<file path="config.mk">
export PLATFORM = sky130hd
export DESIGN_NAME = fixed_multiply
export DESIGN_NICKNAME = d
export VERILOG_FILES = /design/src/rtl/fixed_point_pkg.sv /design/src/rtl/fixed_round_sat.sv /design/src/rtl/fixed_multiply.sv
export SDC_FILE = /design/constraint.sdc
export NUM_CORES = 1
export LEC_CHECK = 0
export ABC_AREA = 1
export BUFFER_PORTS_ARGS = -buffer_cell sky130_fd_sc_hd__buf_4
export CORE_MARGIN = 2
export CORE_UTILIZATION = 25
export DETAILED_ROUTE_END_ITERATION = 16
export PLACE_DENSITY = 0.36
export SETUP_SLACK_MARGIN = 0.1
export SLEW_MARGIN = 20
export SYNTH_ARGS = -nofsm -noshare
export SYNTH_HDL_FRONTEND = slang
export SYNTH_SLANG_ARGS = --single-unit
</file>
<file path="constraint.sdc">
create_clock -name clock -period 4.1 [get_ports clock]
set_clock_uncertainty 0.1 [all_clocks]
set_input_delay 0 -clock clock [delete_from_list [all_inputs] [get_ports clock]]
set_output_delay 0 -clock clock [all_outputs]
set_load 0.02 [all_outputs]
</file>
<file path="src/rtl/fixed_point_pkg.sv">
// Shared fixed-point arithmetic definitions: default Q-format geometry and
// sequencer state encodings for the multiplier and the divider.
package fixed_point_pkg;

  localparam int Q_BITS_DEF  = 10;
  localparam int D_WIDTH_DEF = 32;

  localparam int DIV_Q_BITS_DEF  = 10;
  localparam int DIV_D_WIDTH_DEF = 32;

  typedef enum logic [1:0] {
    IDLE = 2'b00,
    BUSY = 2'b01,
    DONE = 2'b10
  } mult_state_t;

  typedef enum logic [1:0] {
    DIV_IDLE = 2'b00,
    DIV_BUSY = 2'b01,
    DIV_DONE = 2'b10
  } div_state_t;

endpackage

</file>
<file path="src/rtl/fixed_round_sat.sv">
// Converts a double-width unsigned magnitude plus sign into a signed Q-format
// word, rounding half-up on the magnitude and saturating at the signed limits.
module fixed_round_sat #(
  parameter int Q_BITS  = 10,
  parameter int D_WIDTH = 32
) (
  input  logic [2*D_WIDTH-1:0] mag,
  input  logic                 sign,
  output logic [D_WIDTH-1:0]   result
);

  localparam int MW = 2 * D_WIDTH;
  localparam logic [MW-1:0] HALF    = {{(MW-1){1'b0}}, 1'b1} << (Q_BITS - 1);
  localparam logic [MW-1:0] POS_MAX = {{(D_WIDTH+1){1'b0}}, {(D_WIDTH-1){1'b1}}};
  localparam logic [MW-1:0] NEG_MAX = {{D_WIDTH{1'b0}}, 1'b1, {(D_WIDTH-1){1'b0}}};
  localparam logic [D_WIDTH-1:0] ONE_D = {{(D_WIDTH-1){1'b0}}, 1'b1};

  logic [MW-1:0] rounded_s;
  logic [MW-1:0] shifted_s;

  assign rounded_s = mag + HALF;
  assign shifted_s = rounded_s >> Q_BITS;

  // Negative side may reach one step further than positive (two's complement).
  always_comb begin
    result = {D_WIDTH{1'b0}};
    if (sign) begin
      if (shifted_s > NEG_MAX) begin
        result = {1'b1, {(D_WIDTH-1){1'b0}}};
      end else begin
        result = ~shifted_s[D_WIDTH-1:0] + ONE_D;
      end
    end else begin
      if (shifted_s > POS_MAX) begin
        result = {1'b0, {(D_WIDTH-1){1'b1}}};
      end else begin
        result = shifted_s[D_WIDTH-1:0];
      end
    end
  end

endmodule

</file>
<file path="src/rtl/fixed_multiply.sv">
// Sequential signed Q-format multiplier: one radix-2 shift-add step per cycle
// on operand magnitudes, then round and saturate into a registered product.
module fixed_multiply
  import fixed_point_pkg::*;
#(
  parameter int Q_BITS  = Q_BITS_DEF,
  parameter int D_WIDTH = D_WIDTH_DEF
) (
  input  logic               clock,
  input  logic               reset_n,
  input  logic [D_WIDTH-1:0] multiplicand,
  input  logic [D_WIDTH-1:0] multiplier,
  input  logic               valid_in,
  output logic               ready_out,
  output logic [D_WIDTH-1:0] product,
  output logic               valid_out
);

  localparam int CW = $clog2(D_WIDTH) + 1;
  localparam logic [CW-1:0]      LAST_CNT = CW'(D_WIDTH - 1);
  localparam logic [CW-1:0]      CNT_ONE  = {{(CW-1){1'b0}}, 1'b1};
  localparam logic [D_WIDTH-1:0] ONE_D    = {{(D_WIDTH-1){1'b0}}, 1'b1};

  mult_state_t          state_r;
  logic [2*D_WIDTH-1:0] acc_r;
  logic [2*D_WIDTH-1:0] mcand_r;
  logic [D_WIDTH-1:0]   mplr_r;
  logic [CW-1:0]        cnt_r;
  logic                 sign_r;
  logic                 ready_r;
  logic                 valid_r;
  logic [D_WIDTH-1:0]   product_r;

  logic [D_WIDTH-1:0]   a_mag_s;
  logic [D_WIDTH-1:0]   b_mag_s;
  logic [2*D_WIDTH-1:0] acc_next_s;
  logic [D_WIDTH-1:0]   result_s;

  // Magnitudes of the incoming operands; the most negative value maps onto
  // its exact unsigned magnitude because the field is D_WIDTH bits unsigned.
  always_comb begin
    if (multiplicand[D_WIDTH-1]) begin
      a_mag_s = ~multiplicand + ONE_D;
    end else begin
      a_mag_s = multiplicand;
    end
    if (multiplier[D_WIDTH-1]) begin
      b_mag_s = ~multiplier + ONE_D;
    end else begin
      b_mag_s = multiplier;
    end
  end

  // Partial-product accumulation for the current step.
  always_comb begin
    if (mplr_r[0]) begin
      acc_next_s = acc_r + mcand_r;
    end else begin
      acc_next_s = acc_r;
    end
  end

  fixed_round_sat #(
    .Q_BITS (Q_BITS),
    .D_WIDTH(D_WIDTH)
  ) u_round_sat (
    .mag   (acc_next_s),
    .sign  (sign_r),
    .result(result_s)
  );

  // Sequencer, datapath registers and registered outputs.
  always_ff @(posedge clock or negedge reset_n) begin
    if (!reset_n) begin
      state_r   <= IDLE;
      acc_r     <= {(2*D_WIDTH){1'b0}};
      mcand_r   <= {(2*D_WIDTH){1'b0}};
      mplr_r    <= {D_WIDTH{1'b0}};
      cnt_r     <= {CW{1'b0}};
      sign_r    <= 1'b0;
      ready_r   <= 1'b1;
      valid_r   <= 1'b0;
      product_r <= {D_WIDTH{1'b0}};
    end else begin
      case (state_r)
        IDLE: begin
          valid_r <= 1'b0;
          if (valid_in) begin
            mcand_r <= {{D_WIDTH{1'b0}}, a_mag_s};
            mplr_r  <= b_mag_s;
            sign_r  <= multiplicand[D_WIDTH-1] ^ multiplier[D_WIDTH-1];
            acc_r   <= {(2*D_WIDTH){1'b0}};
            cnt_r   <= {CW{1'b0}};
            ready_r <= 1'b0;
            state_r <= BUSY;
          end else begin
            ready_r <= 1'b1;
          end
        end
        BUSY: begin
          acc_r   <= acc_next_s;
          mcand_r <= mcand_r << 1'b1;
          mplr_r  <= mplr_r >> 1'b1;
          cnt_r   <= cnt_r + CNT_ONE;
          if (cnt_r == LAST_CNT) begin
            product_r <= result_s;
            valid_r   <= 1'b1;
            state_r   <= DONE;
          end
        end
        DONE: begin
          valid_r <= 1'b0;
          ready_r <= 1'b1;
          state_r <= IDLE;
        end
        default: begin
          valid_r <= 1'b0;
          ready_r <= 1'b1;
          state_r <= IDLE;
        end
      endcase
    end
  end

  assign ready_out = ready_r;
  assign product   = product_r;
  assign valid_out = valid_r;

endmodule

</file>
==> impl_metrics.env, run 1 <==
export IMPL_grt_pass1_vias=24400
export IMPL_cp_end_kind="register"
export IMPL_cts_tree="done"
export IMPL_crit_required_ns=4.54
export IMPL_fp_coreArea_um2=80300
export IMPL_rsz0062_at_grt="true"
export IMPL_post_synth_top_count_cell="nand2_1"
export IMPL_grt_pass1_wl_um=143000
export IMPL_postSynthAreaPerCell_um2=5.98
export IMPL_final_max_slew_viol_count=0
export IMPL_clk_pin_slew_worst_paths_ns=0.06
export IMPL_ys_seq_area_share_pct=25.1
export IMPL_synth_ff_type="dfrtp_1"
export IMPL_synth_area_leaders="dfrtp_1 (25%), nand2_1 (22%), inv_1 (9.4%)"
export IMPL_ys_top_cells_by_count="nand2_1 (1184), inv_1 (504), nor2_1 (285)"
export IMPL_cts_buffers=29
export IMPL_postSynthCellCount=3377
export IMPL_gp_congestion=0.909
export IMPL_placed_cells=5079
export IMPL_drt_initial_drc_count=1249
export IMPL_initial_core_util_pct=25.2
export IMPL_ys_warn_count=0
export IMPL_synthArstFlopShare_pct=100
export IMPL_antenna_cells=0
export IMPL_die_area_um2=83100
export IMPL_syn2layout_area_growth_pct=65.2
export IMPL_slowest_delay_ns=0.46
export IMPL_cpMostUsedCell="nand2_2"
export IMPL_drt_total_wl_um=94200
export IMPL_final_fill_count=8577
export IMPL_final_nets=4412
export IMPL_instances_no_fill=5358
export IMPL_synth_cell_type_count=58
export IMPL_grt_overflow=0
export IMPL_insertion_delay_ns=0.62
export IMPL_fin_util_pct=41.6
export IMPL_htree_levels=1
export IMPL_rows=104
export IMPL_antenna_left=0
export IMPL_grt_max_degree=86
export IMPL_post_route_cells_drive_above_1_share_pct=40.2
export IMPL_cp_top_family="simple AND/OR/NAND/NOR gates"
export IMPL_startpoint_type="register"
export IMPL_slew_headroom_pct=48.4
export IMPL_hold_viol=0
export IMPL_syn_num_nets=3514
export IMPL_violations="setup timing"
export IMPL_outcome="finished, violations left"
export IMPL_wire_per_inst_um=17.6
export IMPL_crit_type="reg -> reg"
export IMPL_drcViolationCount=0
export IMPL_rrSetupSlack_ns=-0.23
export IMPL_postLayoutSetupSlackWorst_ns=-0.226
export IMPL_cp_buffers_inverters=5
export IMPL_die_x_um=288
export IMPL_worstMarginPinSlew_ns=0.774
export IMPL_yosysTopAreaCellShare_pct=25.0
export IMPL_portBuffers=100
export IMPL_vias=24400
export IMPL_antenna_found_initial=0
export IMPL_post_synth_top_area_cell="dfrtp_1"
export IMPL_synth_edf_count=0
export IMPL_die_h_um=288
export IMPL_fin_crit_sh_pct=106
export IMPL_finalSetupViolCount=32
export IMPL_multi_input_area_um2=16200
export IMPL_period_needed_ns=4.33
export IMPL_track_usage_pct=22.3
export IMPL_ys_ff_latch=203
export IMPL_register_area_um2=5120
export IMPL_cts_max_path_buffers=3
export IMPL_cts_sinks=203
export IMPL_via_per_inst=4.54
export IMPL_drv_cap=0
export IMPL_cp_max_fo=6
export IMPL_drt_pass1_iter_count=5
export IMPL_pin_count=101
export IMPL_worstHoldPathType="in -> reg"
export IMPL_syn_area_um2=20200
export IMPL_arrival_ns=4.76
export IMPL_fmax_mhz=231
export IMPL_slowest_stage="dfrtp_2"
export IMPL_dpl_hpwl_um=74400
export IMPL_cts_root_buf="clkbuf_16"
[kinds of logic (layout without fill, tap and decap cells)]
| logic type | count (synthesis) | after routing | share of synthesized area (%) |
|---|---|---|---|
| compound gates | 412 | 412 | 12.0 |
| buf+inv | 626 | 1543 | 11.9 |
| xor+xnor | 87 | 87 | 3.97 |
| flops | 203 | 203 | 25.1 |
| fa+ha+maj | 70 | 70 | 4.37 |
| simple gates | 1979 | 1983 | 42.6 |
[worst reg2reg max path, cell delays in order, from the launching register on]
cell	delay [ns]
dfrtp_2	0.46
ha_4	0.29
buf_4	0.12
nand2_4	0.07
nor2_4	0.16
nand2_1	0.08
nand2_2	0.09
inv_1	0.07
buf_4	0.13
nand4_1	0.23
nand3_1	0.14
nand2_2	0.18
nand2_4	0.09
buf_4	0.15
nor3_4	0.25
nand2_2	0.13
nor2_4	0.17
buf_6	0.13
xor2_4	0.16
nand2_2	0.09
nor2_4	0.10
nand2_2	0.07
nor2_4	0.13
nand3_4	0.17
nand3_4	0.20
nand2_4	0.15
o21ai_1	0.16
[flip-flops by register name, indices dropped and copies added, names as in the netlist]
| signal | count |
|---|---|
| acc_r | 64 |
| mcand_r | 64 |
| mplr_r | 32 |
| product | 32 |
| cnt_r | 6 |
| state_r | 2 |
| ready_out | 1 |
| sign_r | 1 |
| valid_out | 1 |
[placed cells by master, fill, tap and decap left out, types with 10 or more instances in the layout]
master         count
nand2_1          915
buf_4            779
inv_1            477
nand2_2          238
dfrtp_1          174
nand3_1          154
nor2_1           145
dlygate4sd3_1    124
o21ai_0          116
nor2_4           110
nor2_2            96
nand2_4           84
o22ai_1           79
nand3_2           72
xor2_1            58
a22oi_1           58
inv_2             56
nand4_1           53
a21oi_1           51
ha_4              39
nand3_4           29
a21oi_2           29
clkbuf_16         29
nor3_1            27
dfrtp_2           27
buf_6             27
ha_1              26
xnor2_1           22
o21ai_2           16
o21ai_1           15
buf_12            13
or2_2             12
nand3b_1          11
nor3_2            10
clkbuf_1          10
[layout make-up]
cell class / count / share of cell area, %
clock buffer: 47 / 2.62
clock inverter: 7 / 0.236
inverter: 541 / 6.08
multi-input combinational: 2552 / 48.6
sequential: 203 / 15.3
tap: 1060 / 3.97
timing repair buffer: 948 / 23.2
[routing by layer]
metal | global-route usage, % | vias to the layer above | part of all wire [%]
met5 | 0 | - | 0
met1 | 29.2 | 11300 | 45
met4 | 4.75 | 0 | 3.0
met2 | 40.2 | 377 | 49
li1 | - | 12500 | -
met3 | 1.41 | 97 | 2.6
[final timing paths]
check / cells past startpoint / endpoint / from
worst max-delay path: 26 / product[10] / acc_r[19]
worst min-delay path: 4 / mplr_r[9] / multiplier[9]
worst max register to register: 26 / product[10] / acc_r[19]
worst min register to register: 2 / product[25] / product[25]
max in group asynchronous: 4 / mplr_r[0] / reset_n
min in group asynchronous: 3 / ready_out / reset_n
[stage by stage]
stage	setup TNS (ns)	hold WS, ns	cell area (µm²)	setup slack (ns)
detailed placement	-32.58	0.000419	26800	-1.06
global placement	-35.11	-0.00683	26800	-1.15
floorplan	0	-0.396	20200	0.303
finish	-5.62	0.158	33400	-0.226
CTS	-6.39	0.139	30800	-0.248
global route	-12.32	0.182	33400	-0.429
[repair_timing]
action,CTS,global route
hold endpoints to repair,238,0
buffers inserted,32,64
endpoints found under the setup margin,32,33
hold buffers,125,0
pin swaps,83,201
gates resized for setup,381,543
gates cloned,3,2
Power of run 1 is left out: the tool's default activity adds up to more than one toggle a clock period on the data nets, which glitch-free logic cannot reach.
==> run 2: changes to the inputs <==
- CORE_MARGIN: 2 -> not set
==> impl_metrics.env, run 2 (synthesized netlist as in run 1, its figures left out) <==
export IMPL_grt_max_degree=89
export IMPL_final_max_slew_viol_count=0
export IMPL_slowest_delay_ns=0.35
export IMPL_grt_pass1_vias=25000
export IMPL_finalSetupViolCount=32
export IMPL_power_ir_vdd_worst_mv=0.407
export IMPL_r2r_end="product[2]"
export IMPL_clk_pin_slew_worst_paths_ns=0.06
export IMPL_wire_per_inst_um=17.5
export IMPL_die_area_um2=82000
export IMPL_syn2layout_area_growth_pct=60.2
export IMPL_fin_hold_ws_ns=0.207
export IMPL_dpl_hpwl_um=75000
export IMPL_drcViolationCount=0
export IMPL_antenna_found_initial=0
export IMPL_gp_congestion=0.925
export IMPL_multi_input_area_um2=15100
export IMPL_initial_core_util_pct=25.4
export IMPL_outcome="finished, violations left"
export IMPL_drt_pass1_iter_count=5
export IMPL_placed_cells=5093
export IMPL_slew_headroom_pct=18.2
export IMPL_fp_coreArea_um2=79500
export IMPL_insertion_delay_ns=0.62
export IMPL_final_nets=4422
export IMPL_endpoint="product[2]"
export IMPL_antenna_left=0
export IMPL_instances_no_fill=5358
export IMPL_cts_tree="done"
export IMPL_rrSetupSlack_ns=-0.25
export IMPL_startpoint="acc_r[0]"
export IMPL_setup_tns_ns=-6.20
export IMPL_drt_total_wl_um=93600
export IMPL_fin_crit_sh_pct=106
export IMPL_via_per_inst=4.59
export IMPL_cp_max_fo=10
export IMPL_cts_buffers=29
export IMPL_drv_cap=0
export IMPL_portBuffers=100
export IMPL_rows=103
export IMPL_layout_common_cells="nand2_1 (1024), buf_4 (809), inv_1 (490)"
export IMPL_fin_util_pct=40.7
export IMPL_die_x_um=286
export IMPL_die_h_um=286
export IMPL_register_area_um2=5120
export IMPL_track_usage_pct=22.7
export IMPL_htree_levels=1
export IMPL_worstMarginPinSlew_ns=1.23
export IMPL_period_needed_ns=4.35
export IMPL_r2r_start="acc_r[0]"
export IMPL_grt_overflow=0
export IMPL_power_leakage_nw=16.5
export IMPL_placed_area_um2=26900
export IMPL_post_route_cells_drive_above_1_share_pct=35.7
export IMPL_hold_viol=0
export IMPL_fin_total_pwr_mw=33.6
export IMPL_place_ws_ns=-0.751
export IMPL_cts_root_buf="clkbuf_16"
export IMPL_min_from="multiplicand[0]"
export IMPL_cp_end_kind="register"
export IMPL_startpoint_type="register"
export IMPL_fmax_mhz=230
export IMPL_arrival_ns=4.74
export IMPL_slowest_stage="dfrtp_1"
export IMPL_final_cell_area_um2=32400
export IMPL_cp_top_family="simple AND/OR/NAND/NOR gates"
export IMPL_cp_buffers_inverters=5
export IMPL_biggestRegsByFlops="acc_r: 64 flops, mcand_r: 64 flops"
export IMPL_final_common_cell="nand2_1"
export IMPL_powerDensity_nw_per_um2=1040
export IMPL_worstHoldPathType="in -> reg"
export IMPL_vias=24600
export IMPL_crit_required_ns=4.49
export IMPL_pin_count=101
export IMPL_rsz0062_at_grt="true"
export IMPL_path_depth=27
export IMPL_drt_initial_drc_count=1361
export IMPL_cts_max_path_buffers=3
export IMPL_antenna_cells=0
export IMPL_postLayoutSetupSlackWorst_ns=-0.251
export IMPL_cts_sinks=203
export IMPL_worstRegToRegCells=27
export IMPL_grt_pass1_wl_um=144000
export IMPL_final_fill_count=8480
export IMPL_crit_type="reg -> reg"
export IMPL_violations="setup timing"
-- run 2: worst min path at each step --
stage / end / depth (start not counted)
after detailed placement: mcand_r[50] / 1
final: mcand_r[0] / 4
after CTS: mplr_r[23] / 4
after floorplan: acc_r[0] / 0
after global routing: mplr_r[31] / 4
after global placement: mcand_r[50] / 1
-- run 2: power breakdown --
part	internal [mW]	switching (mW)	total, mW
Clock	1.61	1.16	2.77
Combinational	11.7	15.3	26.9
Sequential	2.97	0.914	3.89
-- run 2: layout make-up --
type,count,share of cell area (%)
tap,1050,4.06
clock inverter,22,0.788
timing repair buffer,961,24.0
multi-input combinational,2549,46.7
sequential,203,15.8
clock buffer,32,2.37
inverter,541,6.28
-- run 2: repair_timing --
action,CTS,global route
endpoints found under the setup margin,32,33
gates cloned,2,1
endpoints found under the hold margin,269,0
buffers inserted,60,23
pin swaps,83,95
resized for setup,410,204
hold buffers,125,0
-- run 2: layer usage --
layer  routed length, µm  share of wire, %  vias up  GRT usage, %
li1                    -                 -    12600             -
met1               41800                45    11600          28.5
met2               46500                50      373          41.2
met3                2280               2.4      103          1.49
met4                3070               3.3        0          6.99
met5                   0                 0        -             0
-- run 2: tightest hold or removal path: cells and delay by family --
| family | cells | cell delay (ns) |
|---|---|---|
| AOI/OAI and AO/OA | 1 | 0.10 |
| buffers and inverters | 3 | 0.77 |
No activity file was read; power rests on OpenSTA's default activity.
